==> src/rtl/cga_pkg.sv <==
// Shared types for the CGA VRAM arbiter: bus widths, default masks,
// read-FSM state encoding and the posted-write FIFO entry.
package cga_pkg;

    localparam int VRAM_AW = 19;
    localparam int CPU_AW  = 15;

    localparam logic [CPU_AW-1:0] MASK_CGA   = 15'h3FFF;
    localparam logic [CPU_AW-1:0] MASK_TANDY = 15'h7FFF;

    typedef enum logic [2:0] {
        RD_IDLE,
        RD_WAIT,
        RD_ISSUE,
        RD_CAPT,
        RD_HOLD
    } rd_state_t;

    typedef struct packed {
        logic [CPU_AW-1:0] addr;
        logic [7:0]        data;
    } wr_entry_t;

endpackage

==> src/rtl/cga_vram_arbiter_if.sv <==
// ISA framebuffer-window bus between the CPU side (master) and the arbiter (slave).
// Carries address, decode, async read/write strobes, write data, read data and ready.
interface cga_vram_arbiter_if
    import cga_pkg::*;
    ();

    logic [CPU_AW-1:0] bus_a;
    logic              bus_mem_cs;
    logic              bus_memr_l;
    logic              bus_memw_l;
    logic [7:0]        bus_d;
    logic [7:0]        bus_out_mem;
    logic              bus_rdy;

    modport master (
        output bus_a, bus_mem_cs, bus_memr_l, bus_memw_l, bus_d,
        input  bus_out_mem, bus_rdy
    );

    modport slave (
        input  bus_a, bus_mem_cs, bus_memr_l, bus_memw_l, bus_d,
        output bus_out_mem, bus_rdy
    );

endinterface

==> src/rtl/cga_wr_fifo.sv <==
// Posted-write FIFO: push/pop/full/empty/level, head visible on dout.
// Full/empty come from the level counter; pointers wrap modulo DEPTH.
module cga_wr_fifo
    import cga_pkg::*;
#(
    parameter int DEPTH = 4
) (
    input  logic                     clk,
    input  logic                     rst_n,
    input  logic                     push,
    input  wr_entry_t                din,
    input  logic                     pop,
    output wr_entry_t                dout,
    output logic                     full,
    output logic                     empty,
    output logic [$clog2(DEPTH):0]   level
);

    localparam int AW = $clog2(DEPTH);
    localparam int LW = AW + 1;

    wr_entry_t         mem [DEPTH];
    logic [AW-1:0]     wr_ptr;
    logic [AW-1:0]     rd_ptr;
    logic              do_push;
    logic              do_pop;

    assign full    = (level == LW'(DEPTH));
    assign empty   = (level == '0);
    // A push into a full FIFO is legal when the head leaves in the same clk.
    assign do_push = push && (!full || pop);
    assign do_pop  = pop && !empty;
    assign dout    = mem[rd_ptr];

    always_ff @(posedge clk or negedge rst_n) begin
        if (!rst_n) begin
            wr_ptr <= '0;
            rd_ptr <= '0;
            level  <= '0;
        end else begin
            if (do_push) wr_ptr <= wr_ptr + 1'b1;
            if (do_pop)  rd_ptr <= rd_ptr + 1'b1;
            level <= level + LW'(do_push) - LW'(do_pop);
        end
    end

    always_ff @(posedge clk) begin
        if (do_push) mem[wr_ptr] <= din;
    end

endmodule

==> src/rtl/cga_vram_arbiter.sv <==
// Shares one VRAM between video fetches (always win) and the ISA CPU path.
// Ports: clk/rst_n, bus (ISA slave), video_slot/video_addr, ram_* , fifo_level.
module cga_vram_arbiter
    import cga_pkg::*;
#(
    parameter int                FIFO_DEPTH   = 4,
    parameter logic [CPU_AW-1:0] VRAM_MASK    = MASK_CGA,
    parameter bit                USE_BUS_WAIT = 1'b1
) (
    input  logic                        clk,
    input  logic                        rst_n,
    cga_vram_arbiter_if.slave           bus,
    input  logic                        video_slot,
    input  logic [VRAM_AW-1:0]          video_addr,
    output logic [VRAM_AW-1:0]          ram_a,
    output logic                        ram_we_l,
    output logic [7:0]                  ram_dout,
    input  logic [7:0]                  ram_din,
    output logic [$clog2(FIFO_DEPTH):0] fifo_level
);

    localparam int PAD = VRAM_AW - CPU_AW;

    // [0],[1] synchronise; [2] is the previous synced value for edge detect
    logic [2:0]        memr_sync;
    logic [2:0]        memw_sync;
    logic              rd_edge;
    logic              wr_edge;

    rd_state_t         rd_state;
    rd_state_t         rd_next;
    logic [CPU_AW-1:0] rd_addr;
    logic [7:0]        rd_data;
    logic              rd_start;
    logic              rd_busy;

    logic              wr_stall;
    logic              wr_stall_next;
    logic              wr_go;

    logic              push;
    logic              pop;
    logic              fifo_full;
    logic              fifo_empty;
    wr_entry_t         push_entry;
    wr_entry_t         head;

    assign rd_edge = !memr_sync[1] && memr_sync[2] && bus.bus_mem_cs;
    assign wr_edge = !memw_sync[1] && memw_sync[2] && bus.bus_mem_cs;

    // A write edge wins over a simultaneous read edge.
    assign rd_start = rd_edge && !wr_edge && (rd_state == RD_IDLE);
    assign rd_busy  = (rd_state == RD_WAIT) || (rd_state == RD_ISSUE) ||
                      (rd_state == RD_CAPT);

    // Drain only in clks the sequencer leaves free and the read is not on the bus.
    assign pop   = !video_slot && !fifo_empty && (rd_state != RD_ISSUE);
    assign wr_go = wr_edge || wr_stall;
    assign push  = wr_go && (!fifo_full || pop);

    assign push_entry = '{addr: bus.bus_a & VRAM_MASK, data: bus.bus_d};

    assign bus.bus_out_mem = rd_data;
    assign bus.bus_rdy     = USE_BUS_WAIT ? !(wr_stall || rd_busy) : 1'b1;

    cga_wr_fifo #(
        .DEPTH (FIFO_DEPTH)
    ) u_fifo (
        .clk   (clk),
        .rst_n (rst_n),
        .push  (push),
        .din   (push_entry),
        .pop   (pop),
        .dout  (head),
        .full  (fifo_full),
        .empty (fifo_empty),
        .level (fifo_level)
    );

    always_ff @(posedge clk or negedge rst_n) begin
        if (!rst_n) begin
            memr_sync <= '1;
            memw_sync <= '1;
            rd_state  <= RD_IDLE;
            rd_addr   <= '0;
            rd_data   <= '0;
            wr_stall  <= 1'b0;
        end else begin
            memr_sync <= {memr_sync[1:0], bus.bus_memr_l};
            memw_sync <= {memw_sync[1:0], bus.bus_memw_l};
            rd_state  <= rd_next;
            wr_stall  <= wr_stall_next;
            if (rd_start) rd_addr <= bus.bus_a & VRAM_MASK;
            // ram_din reflects the address driven in RD_ISSUE, even if
            // the sequencer owns the bus in this clk.
            if (rd_state == RD_CAPT) rd_data <= ram_din;
        end
    end

    always_comb begin
        rd_next       = rd_state;
        wr_stall_next = wr_go && !push;
        unique case (rd_state)
            RD_IDLE:  if (rd_start) rd_next = RD_WAIT;
            RD_WAIT:  if (fifo_empty && !video_slot) rd_next = RD_ISSUE;
            // Hold the address until a clk the sequencer does not own.
            RD_ISSUE: if (!video_slot) rd_next = RD_CAPT;
            RD_CAPT:  rd_next = RD_HOLD;
            RD_HOLD:  if (memr_sync[1]) rd_next = RD_IDLE;
            default:  rd_next = RD_IDLE;
        endcase
    end

    always_comb begin
        ram_a    = '0;
        ram_we_l = 1'b1;
        ram_dout = '0;
        if (video_slot) begin
            ram_a = video_addr;
        end else if (rd_state == RD_ISSUE) begin
            ram_a = {{PAD{1'b0}}, rd_addr};
        end else if (pop) begin
            ram_a    = {{PAD{1'b0}}, head.addr};
            ram_we_l = 1'b0;
            ram_dout = head.data;
        end
    end

endmodule
==> src/flat_wrapper.sv <==
// flat-port wrapper written by rule: the top's interface ports become plain ports
module cga_vram_arbiter_flat import cga_pkg::*;
#(
    parameter int                FIFO_DEPTH   = 4,
    parameter logic [CPU_AW-1:0] VRAM_MASK    = MASK_CGA,
    parameter bit                USE_BUS_WAIT = 1'b1
)
  (clk, rst_n, video_slot, video_addr, ram_a, ram_we_l, ram_dout, ram_din, fifo_level, bus_bus_a, bus_bus_mem_cs, bus_bus_memr_l, bus_bus_memw_l, bus_bus_d, bus_bus_out_mem, bus_bus_rdy);
  cga_vram_arbiter_if bus_i ();
  input  logic clk;
  input  logic rst_n;
  input  logic video_slot;
  input  logic [VRAM_AW-1:0] video_addr;
  output logic [VRAM_AW-1:0] ram_a;
  output logic ram_we_l;
  output logic [7:0] ram_dout;
  input  logic [7:0] ram_din;
  output logic [$clog2(FIFO_DEPTH):0] fifo_level;
  input wire logic [$bits(bus_i.bus_a)-1:0] bus_bus_a;
  input wire logic [$bits(bus_i.bus_mem_cs)-1:0] bus_bus_mem_cs;
  input wire logic [$bits(bus_i.bus_memr_l)-1:0] bus_bus_memr_l;
  input wire logic [$bits(bus_i.bus_memw_l)-1:0] bus_bus_memw_l;
  input wire logic [$bits(bus_i.bus_d)-1:0] bus_bus_d;
  output wire logic [$bits(bus_i.bus_out_mem)-1:0] bus_bus_out_mem;
  output wire logic [$bits(bus_i.bus_rdy)-1:0] bus_bus_rdy;
  assign bus_i.bus_a = bus_bus_a;
  assign bus_i.bus_mem_cs = bus_bus_mem_cs;
  assign bus_i.bus_memr_l = bus_bus_memr_l;
  assign bus_i.bus_memw_l = bus_bus_memw_l;
  assign bus_i.bus_d = bus_bus_d;
  assign bus_bus_out_mem = bus_i.bus_out_mem;
  assign bus_bus_rdy = bus_i.bus_rdy;
  cga_vram_arbiter #(.FIFO_DEPTH(FIFO_DEPTH), .VRAM_MASK(VRAM_MASK), .USE_BUS_WAIT(USE_BUS_WAIT)) u_core (.clk(clk), .rst_n(rst_n), .bus(bus_i), .video_slot(video_slot), .video_addr(video_addr), .ram_a(ram_a), .ram_we_l(ram_we_l), .ram_dout(ram_dout), .ram_din(ram_din), .fifo_level(fifo_level));
endmodule
==> config.mk <==
export PLATFORM = sky130hd
export DESIGN_NAME = cga_vram_arbiter_flat
export DESIGN_NICKNAME = d
export VERILOG_FILES = /design/src/rtl/cga_pkg.sv /design/src/rtl/cga_vram_arbiter_if.sv /design/src/rtl/cga_wr_fifo.sv /design/src/rtl/cga_vram_arbiter.sv /design/src/flat_wrapper.sv
export SDC_FILE = /design/constraint.sdc
export NUM_CORES = 1
export LEC_CHECK = 0
export ABC_CLOCK_PERIOD_IN_PS = 3300
export BUFFER_PORTS_ARGS = -buffer_cell sky130_fd_sc_hd__clkbuf_2
export CAP_MARGIN = 25
export CORE_UTILIZATION = 55
export CTS_CLUSTER_DIAMETER = 150
export DETAILED_ROUTE_END_ITERATION = 10
export PLACE_DENSITY = 0.82
export SYNTH_ARGS = -nofsm -noshare
export SYNTH_HDL_FRONTEND = slang
export SYNTH_SLANG_ARGS = --single-unit
==> constraint.sdc <==
create_clock -name clk -period 3.3 [get_ports clk]
set_input_delay 0.165 -clock clk [delete_from_list [all_inputs] [get_ports clk]]
set_output_delay 0.165 -clock clk [all_outputs]
set_load 0.005 [all_outputs]
==> results of run 1 <==
## cell families (layout without fill, tap and decap cells)
logic type | Yosys count | count (layout) | share of synthesized area (%)
flops | 127 | 127 | 68.40
buf+inv | 22 | 178 | 2.525
mux | 44 | 44 | 14.73
xor+xnor | 4 | 4 | 0.6608
compound gates | 25 | 25 | 4.059
fa+ha+maj | 7 | 7 | 1.794
simple gates | 59 | 59 | 7.836
## Yosys cell counts (2+ instances only)
| cell type | instances |
|---|---|
| a21oi_1 | 2 |
| a221o_1 | 14 |
| and2_1 | 13 |
| buf_1 | 2 |
| buf_2 | 3 |
| buf_6 | 4 |
| clkbuf_1 | 4 |
| dfrtp_1 | 33 |
| dfstp_2 | 6 |
| edfxtp_1 | 88 |
| ha_1 | 6 |
| inv_1 | 6 |
| mux2_2 | 12 |
| mux2_4 | 10 |
| mux4_2 | 22 |
| nand2_1 | 2 |
| nand3_1 | 2 |
| nand3b_1 | 3 |
| nor2_1 | 6 |
| nor2b_1 | 4 |
| nor3b_1 | 19 |
| o2111ai_1 | 2 |
| o211ai_1 | 2 |
| o21ai_0 | 3 |
| xnor2_1 | 4 |
## through the flow
| step | hold slack, ps | std cells | worst slack (ps) | utilization (%) |
|---|---|---|---|---|
| CTS | 89.93 | 572 | 559.5 | 73.85 |
| global route | 121.9 | 573 | 418.7 | 74.15 |
| global placement | 254.3 | 507 | 744.8 | 63.89 |
| finish | 106.5 | 573 | 563.5 | 74.15 |
| floorplan | -130.6 | 288 | 270.4 | - |
| detailed placement | 255.0 | 507 | 618.7 | 63.89 |
## worst max-delay path, delay by kind of cell, from the launching register on
kind | cells | cell delay, ps
flops | 1 | 460
xor+xnor | 2 | 340
fa+ha+maj | 3 | 730
simple gates | 2 | 610
compound gates | 1 | 410
buf+inv | 2 | 110
## final timing paths
kind / start / end / slack, ps / depth (start not counted)
min reg2reg: u_core.memw_sync[0]$_DFF_PN1_ / u_core.memw_sync[1]$_DFF_PN1_ / 360 / 0
max: u_core.rd_state[1]$_DFFE_PN0P_ / u_core.u_fifo.level[2]$_DFF_PN0_ / 560 / 10
max in group asynchronous: rst_n / u_core.memr_sync[2]$_DFF_PN1_ / 2530 / 3
min: bus_bus_mem_cs / u_core.u_fifo.wr_ptr[1]$_DFFE_PN0P_ / 110 / 4
min in group asynchronous: rst_n / u_core.u_fifo.level[2]$_DFF_PN0_ / 190 / 2
max reg2reg: u_core.rd_state[1]$_DFFE_PN0P_ / u_core.u_fifo.level[2]$_DFF_PN0_ / 560 / 10
## state kept, by name, indices dropped and copies added (netlist names)
| register | flops |
|---|---|
| u_core.u_fifo.mem | 88 |
| u_core.rd_addr | 14 |
| u_core.bus.bus_out_mem | 8 |
| u_core.memr_sync | 3 |
| u_core.memw_sync | 3 |
| u_core.rd_state | 3 |
| u_core.u_fifo.level | 3 |
| u_core.u_fifo.rd_ptr | 2 |
| u_core.u_fifo.wr_ptr | 2 |
| u_core.wr_stall | 1 |
## power groups by stage
stage / clock, mW / sequential, mW / combinational [mW]
5_1_grt: 1.95 / 2.31 / 1.48
3_5_place_dp: 0 / 2.29 / 1.33
2_1_floorplan: 0 / 2.15 / 1.02
3_3_place_gp: 0 / 2.27 / 1.28
6_report: 1.87 / 2.27 / 1.37
4_1_cts: 1.89 / 2.27 / 1.38
## per-layer routing
layer	vias to the layer above	GRT usage [%]	part of all wire (%)
met5	-	0	0
met4	0	9.030	2.1
met3	26	6.267	6.1
met2	129	41.41	54
met1	1641	30.00	38
li1	1433	-	-
## what timing repair did
action,in CTS,in global routing
hold endpoints to repair,145,0
hold buffers,33,0
gates resized for setup,0,0
## area by class of cell
| type | instances | area (um2) | area share [%] |
|---|---|---|---|
| Tap cell | 129 | 161.4 | 2.345 |
| Sequential cell | 127 | 3627 | 52.69 |
| Inverter | 7 | 28.78 | 0.4180 |
| Multi-Input combinational cell | 139 | 1562 | 22.68 |
| Timing Repair Buffer | 139 | 910.9 | 13.23 |
| Clock buffer | 20 | 425.4 | 6.180 |
| Clock inverter | 12 | 168.9 | 2.454 |
==> metrics.yaml, run 1 <==
run_status:
  outcome: "finished clean"
timing:
  tightest_slew_ps: 798.6
  slew_headroom_pct: 46.76
  grt_setup_unrepaired: "false"
  drv_slew: 0
  fin_skew_ps: 7.052
  hold_viol_final: 0
  min_period_ps: 2737
  clock.fmax_mhz: 365.4
  setup_tns_ps: 0
  setup_viol: 0
  fin_crit_sh_pct: 82.93
final_layout:
  postLayoutCellArea_um2: 6884
  diodes: 0
  drive_gt1_share_pct: 43.92
  fillers: 561
  areaGrowthSynthToFinish_pct: 29.86
  nNetsFinal: 494
  layout_common_cells: "94 x clkbuf_2, 88 x edfxtp_1, 33 x dlygate4sd3_1, 32 x dfrtp_1, 22 x mux4_2"
  final_common_cell: "clkbuf_2"
critical_path:
  worstPathRequired_ps: 3740
  crit_slowest_cell: "dfrtp_1"
  cp_max_fo: 9
  critPathKind: "reg -> reg"
  crit_chain: "nor3b_1, o211a_1, or2_2, ha_1, inv_1, ha_1, inv_1, fa_1, xnor2_1, xnor2_1"
  end_kind: "flip-flop"
  startpoint_type: "flip-flop"
  crit_arrival_ps: 3170
  slowest_delay_ps: 460
floorplan:
  start_util_pct: 57.10
  fp-row-count: 35
  die_height_um: 100.2
  die_area_um2: 10040
  ios: 96
  fp.dieW_um: 100.2
  core_area_um2: 9284
yosys:
  syn_area_um2: 5301
  yosysTopAreaCell: "edfxtp_1"
  synth_area_leaders: "edfxtp_1 50%, dfrtp_1 16%, mux4_2 9.3%, dfstp_2 3.0%, mux2_4 2.8%"
  syn-num-nets: 351
  synth_cell_types: 41
  synth_seq_cells: 127
  ys.flop_type: "edfxtp_1"
  netlist.area_leader.share_pct: 49.85
  yosysSeqAreaShare_pct: 68.40
  synth.avg_cell_area_um2: 18.41
  yosys_warnings: 0
  synth_cells: 288
  synth_edf_count: 88
  synthArstFlopShare_pct: 30.71
place:
  port_buffers: 94
  place_hpwl_um: 6473
  gp_congestion: 0.8028
  place_area_um2: 5932
power_and_ir_drop:
  p_sw_share_pct: 27.11
  peakVddDrop_mv: 0.4984
  power_mw: 5.513
  p_clk_share_pct: 34.0
  p_comb_share_pct: 24.9
  p_int_mw: 4.019
  power_density_nw_per_um2: 800.9
  p_leak_nw: 2.693
  switching_power_mw: 1.495
  seq_power_share_pct: 41.1
clock_network:
  cts_max_path_buffers: 2
  cts-root-buf: "clkbuf_8"
  cts_inserted_buffers: 17
  clk_pin_slew_ps: 60
  cts_tree: "yes"
  post_cts_buffers: 0
  clk_latency_ps: 510
  htree_levels: 4
  clock-sinks: 127
grt:
  grt_max_degree: 40
  grt_pass1_vias: 3350
  grt_pass1_wl_um: 17390
  antenna_found_initial: 0
  grt_overflow: 0
  track_usage_pct: 24.24
route:
  detail_route.iter0.violations: 196
  drtPass1Iterations: 5
  drc_errors: 0
  wl_um: 11350
  num_vias: 3229
  wire_per_inst_um: 19.81
  ant_nets: 0
  viasPerCell: 5.635
worst_hold_path:
  min_path_type: "in -> reg"
job:
  max_cap_violations: 0
Note: power is estimated with default switching activity, not from simulation.
==> run 2: changes to the inputs <==
Settings changed: ABC_CLOCK_PERIOD_IN_PS 3300 to 2500, CORE_UTILIZATION 55 to 50, PLACE_DENSITY 0.82 to 0.79.
Clock period 3.3 ns to 2.5 ns, I/O delays scaled along.
==> run 2 against run 1 <==
  * Critical path depth is 4 lower
  * Clock power is 45% higher
  * Power is 38% higher
  * Register-to-register slack worse by 430 ps
  * Cell area is 2.3% higher
  * Worst setup slack worse by 450 ps
  * Sequential share of layout area is 1.2 points lower
  * Non-clock buffer count is 10 higher
  * Hold slack worse by 24 ps
==> metrics.yaml, run 2 (same netlist as run 1, synthesis figures left out) <==
floorplan:
  die_area_um2: 11020
  die_height_um: 105.0
  start_util_pct: 51.35
  fp.dieW_um: 105.0
  core_area_um2: 10320
  ios: 96
  fp-row-count: 37
final_layout:
  areaGrowthSynthToFinish_pct: 32.90
  top_register: "u_core.u_fifo.mem"
  largest_register_ffs: 88
  layout_common_cells: "94 x clkbuf_2, 88 x edfxtp_1, 33 x dlygate4sd3_1, 31 x dfrtp_1, 22 x mux4_2"
  drive_gt1_share_pct: 46.48
  final_common_cell: "clkbuf_2"
  diodes: 0
  instances_no_fill: 590
  nNetsFinal: 504
run_status:
  outcome: "finished clean"
power_and_ir_drop:
  power_density_nw_per_um2: 1077
  p_comb_share_pct: 25.9
  seq_power_share_pct: 38.3
  p_leak_nw: 2.769
  p_int_mw: 5.615
  peakVddDrop_mv: 0.5963
  switching_power_mw: 1.976
  p_clk_share_pct: 35.8
  p_sw_share_pct: 26.03
route:
  viasPerCell: 5.385
  ant_nets: 0
  drc_errors: 0
  drtPass1Iterations: 4
  wire_per_inst_um: 18.28
  num_vias: 3177
  wl_um: 10780
  detail_route.iter0.violations: 213
critical_path:
  reg2reg_slack_ps: 130
  critPathKind: "reg -> out"
  crit_arrival_ps: 2260
  endpoint: "ram_a[13]"
  end_kind: "primary output"
  cp_max_fo: 22
  reg2reg_from: "u_core.rd_state[1]$_DFFE_PN0P_"
  worstPathRequired_ps: 2380
  r2r_cells: 10
  critPathLaunch: "u_core.rd_state[2]$_DFFE_PN0P_"
  startpoint_type: "flip-flop"
  reg2reg_to: "u_core.u_fifo.level[2]$_DFF_PN0_"
grt:
  grt_pass1_wl_um: 16990
  grt_pass1_vias: 3367
  grt_max_degree: 40
  antenna_found_initial: 0
  track_usage_pct: 20.97
  grt_overflow: 0
place:
  gp_congestion: 0.7808
  port_buffers: 94
  place_hpwl_um: 6561
  dp.cells: 524
  dp_slack_ps: 118.0
timing:
  slew_headroom_pct: 64.82
  setup_viol: 0
  fin_skew_ps: 6.174
  hold_viol_final: 0
  drv_slew: 0
  clock.fmax_mhz: 418.5
  min_period_ps: 2389
  tightest_slew_ps: 525.5
  setup_slack_ps: 110.7
  fin_crit_sh_pct: 95.57
  grt_setup_unrepaired: "false"
clock_network:
  cts_tree: "yes"
  cts_max_path_buffers: 2
  clock-sinks: 127
  htree_levels: 4
  cts_inserted_buffers: 17
  cts-root-buf: "clkbuf_8"
  clk_pin_slew_ps: 60
  clk_latency_ps: 510
job:
  max_cap_violations: 0
worst_hold_path:
  min_path_type: "in -> async"
-- run 2: changes by cell type in the layout (fill, tap and decap cells not counted), sizes merged --
cell / delta
buf: +10
bufinv: +2
clkbuf: -2
-- run 2: worst max-delay path, cell delays in order (launching register included) --
cell	delay, ps
dfrtp_2	450
or3b_1	430
nand3b_4	130
inv_4	40
buf_4	210
a221o_1	360
clkbuf_2	120
-- run 2: layer usage --
metal,part of all wire [%],vias to the layer above,global-route usage (%)
met2,52,112,35.90
met5,0,-,0
met3,4.8,14,5.677
met1,42,1596,25.64
li1,-,1455,-
met4,1.1,0,7.445
-- run 2: worst min-delay path by stage --
stage                               from                                     to  slack [ps]  cells after the start
after floorplan                    rst_n  u_core.bus.bus_out_mem[0]$_DFFE_PN0P_        -170                      0
after global placement    bus_bus_memr_l          u_core.memr_sync[0]$_DFF_PN1_         210                      1
after detailed placement  bus_bus_memw_l          u_core.memw_sync[0]$_DFF_PN1_         220                      1
after CTS                 bus_bus_mem_cs    u_core.u_fifo.wr_ptr[1]$_DFFE_PN0P_          60                      4
after global routing               rst_n  u_core.bus.bus_out_mem[6]$_DFFE_PN0P_         110                      2
final                              rst_n  u_core.bus.bus_out_mem[6]$_DFFE_PN0P_          80                      2
-- run 2: what timing repair did --
item | 4_1_cts | 5_1_grt
hold endpoints to repair | 145 | 0
gates resized for setup | 1 | 4
setup buffers | 0 | 0
endpoints found under the setup margin | 8 | 1
pin swaps | 0 | 2
gates cloned | 0 | 0
hold buffers | 33 | 0
-- run 2: power groups by stage --
stage / combinational (mW) / sequential (mW) / clock, mW
final: 1.96 / 2.91 / 2.72
after global routing: 2.14 / 2.95 / 2.84
after CTS: 1.98 / 2.90 / 2.75
after detailed placement: 1.91 / 2.93 / 0
after global placement: 1.86 / 2.91 / 0
after floorplan: 1.35 / 2.83 / 0
-- run 2: final cells by class --
class                   count  area [um2]
clock buffers              18       427.9
clock inverters            14       239.0
fillers                   666        3278
inverters                   7       28.78
multi-input cells         139        1570
flip-flops and latches    127        3631
well taps                 136       170.2
repair buffers            149       978.4
-- run 2: per-stage QoR --
stage	hold slack (ps)	setup TNS (ps)	instance area, um2	power [mW]	utilization, %
after floorplan	-170.6	-46600	5301	4.184	-
after global placement	212.9	0	6016	4.769	58.27
after detailed placement	218.3	0	6016	4.845	58.27
after CTS	64.15	0	7015	7.633	67.96
after global routing	113.5	0	7046	7.933	68.25
final	82.53	0	7046	7.591	68.25
